<file path="src/rtl/apb_slot_ctrl.sv">
// APB3 bridge from the MSS master to four downstream APB slots plus a local status/config register bank.
// Build option: define APB_SLOT_TIMEOUT_EN to include the per-access slot watchdog.
module apb_slot_ctrl #(
    parameter int unsigned TIMEOUT_CYCLES = 255,
    parameter logic [3:0]  SLOT_EN_RST    = 4'hF
) (
    input  logic         FAB_CLK,
    input  logic         M2F_RESET_N,
    input  logic         MSSPSEL,
    input  logic         MSSPENABLE,
    input  logic         MSSPWRITE,
    input  logic [19:0]  MSSPADDR,
    input  logic [31:0]  MSSPWDATA,
    output logic [31:0]  MSSPRDATA,
    output logic         MSSPREADY,
    output logic         MSSPSLVERR,
    output logic [3:0]   S_PSEL,
    output logic         S_PENABLE,
    output logic         S_PWRITE,
    output logic [7:0]   S_PADDR,
    output logic [31:0]  S_PWDATA,
    input  logic [127:0] S_PRDATA,
    input  logic [3:0]   S_PREADY,
    input  logic [3:0]   S_PSLVERR
);
    // state  | meaning
    // IDLE   | waiting for an upstream setup phase
    // SETUP  | request latched; downstream setup phase or local/unmapped decode
    // ACCESS | downstream access phase, waiting on the selected slot's PREADY
    // RESP   | single upstream completion cycle driven from the response latches

    typedef enum logic [1:0] {IDLE, SETUP, ACCESS, RESP} state_t;

    state_t      state, nxt_state;
    logic [19:0] addr_q;
    logic [31:0] wdata_q;
    logic        write_q;
    logic [1:0]  slot_q;
    logic [31:0] rdata_q, rsp_rdata, reg_rdata, slot_rdata;
    logic        slverr_q, rsp_err, rsp_load;
    logic [7:0]  status_q, status_d;
    logic [19:0] last_err_q, last_err_d;
    logic [15:0] err_count, err_count_d;
    logic [3:0]  slot_en_q, slot_en_d;
    logic        is_slot, is_int, ds_go, reg_wr;
    logic        err_evt, ds_err_evt, to_evt, to_hit;

    if (TIMEOUT_CYCLES < 1 || TIMEOUT_CYCLES > 255) begin : g_bad_timeout
        $error("TIMEOUT_CYCLES must be within 1..255");
    end

    assign slot_q     = addr_q[9:8];
    assign is_slot    = ~addr_q[10];
    assign is_int     = (addr_q[10:8] == 3'b111);
    assign ds_go      = is_slot & slot_en_q[slot_q];
    assign slot_rdata = S_PRDATA[{slot_q, 5'd0} +: 32];

`ifdef APB_SLOT_TIMEOUT_EN
    localparam logic [7:0] TO_LAST = 8'(TIMEOUT_CYCLES - 1);
    logic [7:0] to_cnt;

    always_ff @(posedge FAB_CLK) begin
        if (!M2F_RESET_N || state != ACCESS)
            to_cnt <= '0;
        else if (!S_PREADY[slot_q])
            to_cnt <= to_cnt + 8'd1;
    end

    assign to_hit = (to_cnt == TO_LAST);
`else
    assign to_hit = 1'b0;
`endif

    always_comb begin
        reg_rdata = '0;
        case (addr_q[3:2])
            2'd0:    reg_rdata = {24'd0, status_q};
            2'd1:    reg_rdata = {12'd0, last_err_q};
            2'd2:    reg_rdata = {16'd0, err_count};
            default: reg_rdata = {28'd0, slot_en_q};
        endcase
    end

    always_comb begin
        nxt_state  = state;
        rsp_load   = 1'b0;
        rsp_rdata  = '0;
        rsp_err    = 1'b0;
        reg_wr     = 1'b0;
        err_evt    = 1'b0;
        ds_err_evt = 1'b0;
        to_evt     = 1'b0;
        case (state)
            IDLE: if (MSSPSEL && !MSSPENABLE) nxt_state = SETUP;
            SETUP: begin
                if (!MSSPSEL) begin
                    nxt_state = IDLE;
                end else if (ds_go) begin
                    nxt_state = ACCESS;
                end else begin
                    nxt_state = RESP;
                    rsp_load  = 1'b1;
                    if (is_int) begin
                        reg_wr    = write_q;
                        rsp_rdata = write_q ? 32'd0 : reg_rdata;
                    end else begin
                        rsp_err = 1'b1;
                        err_evt = 1'b1;
                    end
                end
            end
            ACCESS: begin
                if (!MSSPSEL) begin
                    nxt_state = IDLE;
                end else if (S_PREADY[slot_q]) begin
                    nxt_state  = RESP;
                    rsp_load   = 1'b1;
                    rsp_rdata  = slot_rdata;
                    rsp_err    = S_PSLVERR[slot_q];
                    err_evt    = S_PSLVERR[slot_q];
                    ds_err_evt = S_PSLVERR[slot_q];
                end else if (to_hit) begin
                    nxt_state = RESP;
                    rsp_load  = 1'b1;
                    rsp_err   = 1'b1;
                    err_evt   = 1'b1;
                    to_evt    = 1'b1;
                end
            end
            RESP:    nxt_state = IDLE;
            default: nxt_state = IDLE;
        endcase
    end

    // Error events are applied after register writes so they win on coincidence.
    always_comb begin
        status_d    = status_q;
        last_err_d  = last_err_q;
        err_count_d = err_count;
        slot_en_d   = slot_en_q;
        if (reg_wr) begin
            case (addr_q[3:2])
                2'd0:    status_d = status_q & ~wdata_q[7:0];
                2'd2:    err_count_d = '0;
                2'd3:    slot_en_d = wdata_q[3:0];
                default: ;
            endcase
        end
        if (to_evt)     status_d[{1'b0, slot_q}] = 1'b1;
        if (ds_err_evt) status_d[{1'b1, slot_q}] = 1'b1;
        if (err_evt) begin
            last_err_d = addr_q;
            if (err_count != 16'hFFFF) err_count_d = err_count + 16'd1;
        end
    end

    always_ff @(posedge FAB_CLK) begin
        if (!M2F_RESET_N) begin
            state      <= IDLE;
            addr_q     <= '0;
            wdata_q    <= '0;
            write_q    <= 1'b0;
            rdata_q    <= '0;
            slverr_q   <= 1'b0;
            status_q   <= '0;
            last_err_q <= '0;
            err_count  <= '0;
            slot_en_q  <= SLOT_EN_RST;
        end else begin
            state <= nxt_state;
            if (state == IDLE && nxt_state == SETUP) begin
                addr_q  <= MSSPADDR;
                wdata_q <= MSSPWDATA;
                write_q <= MSSPWRITE;
            end
            if (rsp_load) begin
                rdata_q  <= rsp_rdata;
                slverr_q <= rsp_err;
            end
            status_q   <= status_d;
            last_err_q <= last_err_d;
            err_count  <= err_count_d;
            slot_en_q  <= slot_en_d;
        end
    end

    always_comb begin
        S_PSEL = '0;
        if ((state == SETUP && ds_go) || state == ACCESS) S_PSEL[slot_q] = 1'b1;
    end

    assign S_PENABLE  = (state == ACCESS);
    assign S_PWRITE   = write_q;
    assign S_PADDR    = addr_q[7:0];
    assign S_PWDATA   = wdata_q;
    assign MSSPREADY  = (state == RESP);
    assign MSSPRDATA  = MSSPREADY ? rdata_q : 32'd0;
    assign MSSPSLVERR = MSSPREADY & slverr_q;

endmodule
</file>
<file path="config.mk">
export PLATFORM = sky130hd
export DESIGN_NAME = apb_slot_ctrl
export DESIGN_NICKNAME = d
export VERILOG_FILES = /design/src/rtl/apb_slot_ctrl.sv
export SDC_FILE = /design/constraint.sdc
export NUM_CORES = 1
export LEC_CHECK = 0
export ABC_AREA = 1
export CAP_MARGIN = 15
export CORE_AREA = 2 2 139 141
export DETAILED_ROUTE_END_ITERATION = 16
export DIE_AREA = 0 0 141 143
export HOLD_SLACK_MARGIN = 0.08
export PLACE_DENSITY = 0.75
export SLEW_MARGIN = 30
export SYNTH_ARGS = -nofsm -noshare
export SYNTH_HDL_FRONTEND = slang
export SYNTH_SLANG_ARGS = --single-unit
</file>
<file path="constraint.sdc">
create_clock -name FAB_CLK -period 1.6 [get_ports FAB_CLK]
set_input_delay 0.4 -clock FAB_CLK [delete_from_list [all_inputs] [get_ports FAB_CLK]]
set_output_delay 0.4 -clock FAB_CLK [all_outputs]
set_load 0.02 [all_outputs]
</file>
==> metrics.md <==
| Metric | Value |
|---|---|
| Status | `finished, violations left` |
| Failing checks | `negative setup slack` |
| Met2 Use GR | `0.502` |
| Aggregate routed wire length | `30200 µm` |
| Initial antenna violation count | `0` |
| CTS Buffer Depth | `2` |
| Setup crit end | `S_PSEL[0]` |
| Setup crit start kind | `register` |
| Fin nets | `1663` |
| Layout cells sized above 1 | `0.230` |
| Mux contribution to synthesized area | `0` |
| Initial Utilization | `0.398` |
| Dpl cell area | `11000 µm²` |
| Io pins | `273` |
| Synth Cell Area | `7390 µm²` |
| Wire length per cell | `17.6 µm` |
| Initial DRC count | `763` |
| CTS tree | `done` |
| Sequential-to-total area share from yosys stat | `0.369` |
| Max IR drop VDD | `0.945 mV` |
| Pin count of the biggest net entering global routing | `74` |
| CP Launch Point | `state[1]` |
| Yosys reg bits | `136` |
| Cells after Synth | `1119` |
| Synth Area in Simple Gates | `0.299` |
| Final WS setup | `-471 ps` |
| Post-synthesis adder-cell area fraction | `0.00847` |
| Final hold vios | `0` |
| Met3 Track Usage GR | `0.0641` |
| Commonest non-fill, non-tap cell in the layout | `nand2_1` |
| Tightest Pin Transition | `757 ps` |
| Die area | `20200 µm²` |
| Worst r2r dst | `rdata_q[2]` |
| Max frequency | `483 MHz` |
| Vias in the first global route | `8392` |
| Layout Skew | `8.65 ps` |
| YS warnings | `0` |
| First-pass GRT wire length | `44600 µm` |
| Max_cap viols | `0` |
| Pwr/cell area | `1050 nW/µm²` |
| Die W | `141 µm` |
| Reg-to-Reg Start | `addr_q[8]` |
| Core Area | `18600 µm²` |
| Later-pin clock latency in the skew report | `430 ps` |
| Nature of the critical path endpoint | `primary output` |
| Min cycle time layout | `2070 ps` |
| Count of final setup violators | `168` |
| Clock Sinks | `136` |
| Count of different cell masters after synthesis | `33` |
| DRC Markers | `0` |
| LEAKAGE | `0.00551 µW` |
| CTS Buf Count | `17` |
| WP data arrival | `1670 ps` |
| DRT Pass-1 Iters | `5` |
| Largest family of logic cells by synthesized area | `simple AND/OR/NAND/NOR gates` |
| CTS H-tree depth | `4` |
| Area grow syn2layout | `69.5%` |
| Post-synthesis compound-gate area fraction | `0.194` |
| Post-Synth XOR/XNOR Area | `0.00474` |
| Num rows | `50` |
| Reg clk slew, reported paths | `60 ps` |
| Via count | `8953` |
| Most frequent cells in the layout | `nand2_1, clkdlybuf4s50_1, dfxtp_1` |
| Fin area | `12500 µm²` |
| Via density per instance | `5.23` |
| Detailed Place HPWL | `21300 µm` |
| RSZ-0062 raised after global routing | `true` |
| Die Y | `143 µm` |
| Grt peak-use layer | `met2` |
| Fin. max-slew vios | `0` |
| Final Util | `0.674` |
| CP max FO | `4` |
| CTS hold repair buffers | `0` |
| GRT Util Overall | `0.284` |
| Crit path kind | `register to primary output` |
| CTS Root Cell | `clkbuf_16` |
| FILL cells | `1572` |
| Worst EP required | `1200 ps` |
| HP Class | `input pin to register` |
| GP Congestion | `0.965` |
| Hold_ws | `302 ps` |
| FF-to-FF path depth | `15` |
| Crit share post-route | `1.29` |
| Grt ovf | `0` |
| Antenna Nets Post-Route | `0` |
| Slew headroom | `0.494` |
| PortBufs | `272` |
| Worst reg2reg setup slack | `-390 ps` |
| Syn_nets | `1317` |
| Post-Syn Area per Cell | `6.60 µm²` |
| Met1 Track Usage GR | `0.336` |
critical path: stages (launching register included):
cell and delay [ps]:
dfxtp_2 330, buf_6 130, inv_4 70, ha_4 140, buf_4 100, nand3_2 80, nand2_2 90, inv_4 60
nor2_1 90, buf_4 150
what timing repair did:
item | 4_1_cts | 5_1_grt
pin swaps | 27 | 47
setup buffers | 9 | 5
cloned | 8 | 1
hold endpoints to repair | 0 | 0
setup endpoints to repair | 214 | 178
resized for setup | 297 | 112
Yosys cell counts, drive strengths merged:
cell | count | area [µm²]
inv | 134 | 503
buf | 39 | 278
o21ai | 112 | 561
nor4 | 1 | 21.3
xor2 | 4 | 35.0
o221ai | 1 | 8.76
clkinv | 1 | 3.75
o211ai | 13 | 97.6
o2111ai | 1 | 8.76
nand3 | 95 | 505
dfxtp | 136 | 2720
clkbuf | 37 | 139
nand4 | 19 | 119
nand2 | 257 | 1010
a22oi | 36 | 270
a21oi | 91 | 459
and2 | 1 | 6.26
a221oi | 3 | 26.3
nor2 | 133 | 547
ha | 5 | 62.6
metal layers:
layer / wire (µm) / part of all wire
met1: 11700 / 0.39
met2: 14700 / 0.49
met3: 2720 / 0.090
met4: 1070 / 0.035
met5: 0 / 0
power breakdown:
part,switching [µW],internal [µW]
logic,2570,2160
clock network,1630,2700
registers,262,3780
total,4470,8640
worst min path at each step:
stage                  from      endpoint  slack (ps)  depth (start not counted)
2_1_floorplan    addr_q[14]    addr_q[14]         420                          2
6_report        M2F_RESET_N      state[0]         300                          3
3_3_place_gp     addr_q[19]    addr_q[19]         430                          2
5_1_grt         M2F_RESET_N      state[0]         310                          3
3_5_place_dp   S_PWDATA[14]  S_PWDATA[14]         440                          2
4_1_cts         M2F_RESET_N      state[0]         270                          3
cell type report:
| cell class | instances | area [µm²] | share of cell area |
|---|---|---|---|
| Antenna cell | 1 | 2.50 | 0.000200 |
| Clock buffer | 18 | 439 | 0.0351 |
| Clock inverter | 14 | 209 | 0.0167 |
| Inverter | 135 | 529 | 0.0423 |
| Multi-Input combinational cell | 774 | 4270 | 0.341 |
| Sequential cell | 136 | 2730 | 0.218 |
| Tap cell | 234 | 293 | 0.0234 |
| Timing Repair Buffer | 401 | 4040 | 0.323 |
flip-flops by register name, summed over array words and instances, names as in the netlist:
register / count
status_q: 8
err_count: 16
slverr_q: 1
last_err_q: 20
addr_q: 20
state: 2
rdata_q: 32
S_PWDATA: 32
S_PWRITE: 1
slot_en_q: 4
per-stage QoR:
| stage | TNS [ps] | setup WS [ps] | total power [µW] | instances |
|---|---|---|---|---|
| 3_3_place_gp | -57140 | -533 | 8140 | 1657 |
| 4_1_cts | -29860 | -461 | 12800 | 1706 |
| 6_report | -34650 | -471 | 13100 | 1713 |
| 3_5_place_dp | -61780 | -568 | 8200 | 1657 |
| 5_1_grt | -48250 | -516 | 13700 | 1712 |
| 2_1_floorplan | -499 | -11.5 | 6100 | 1119 |
cells by family (layout without fill, tap and decap cells):
kind of cell / count (synthesis) / after routing
other cells: 0 / 1
fa+ha+maj: 5 / 5
compound gates: 257 / 257
flops: 136 / 136
xor+xnor: 4 / 4
buf+inv: 211 / 568
simple gates: 506 / 508
(Power assumes the default switching activity.)
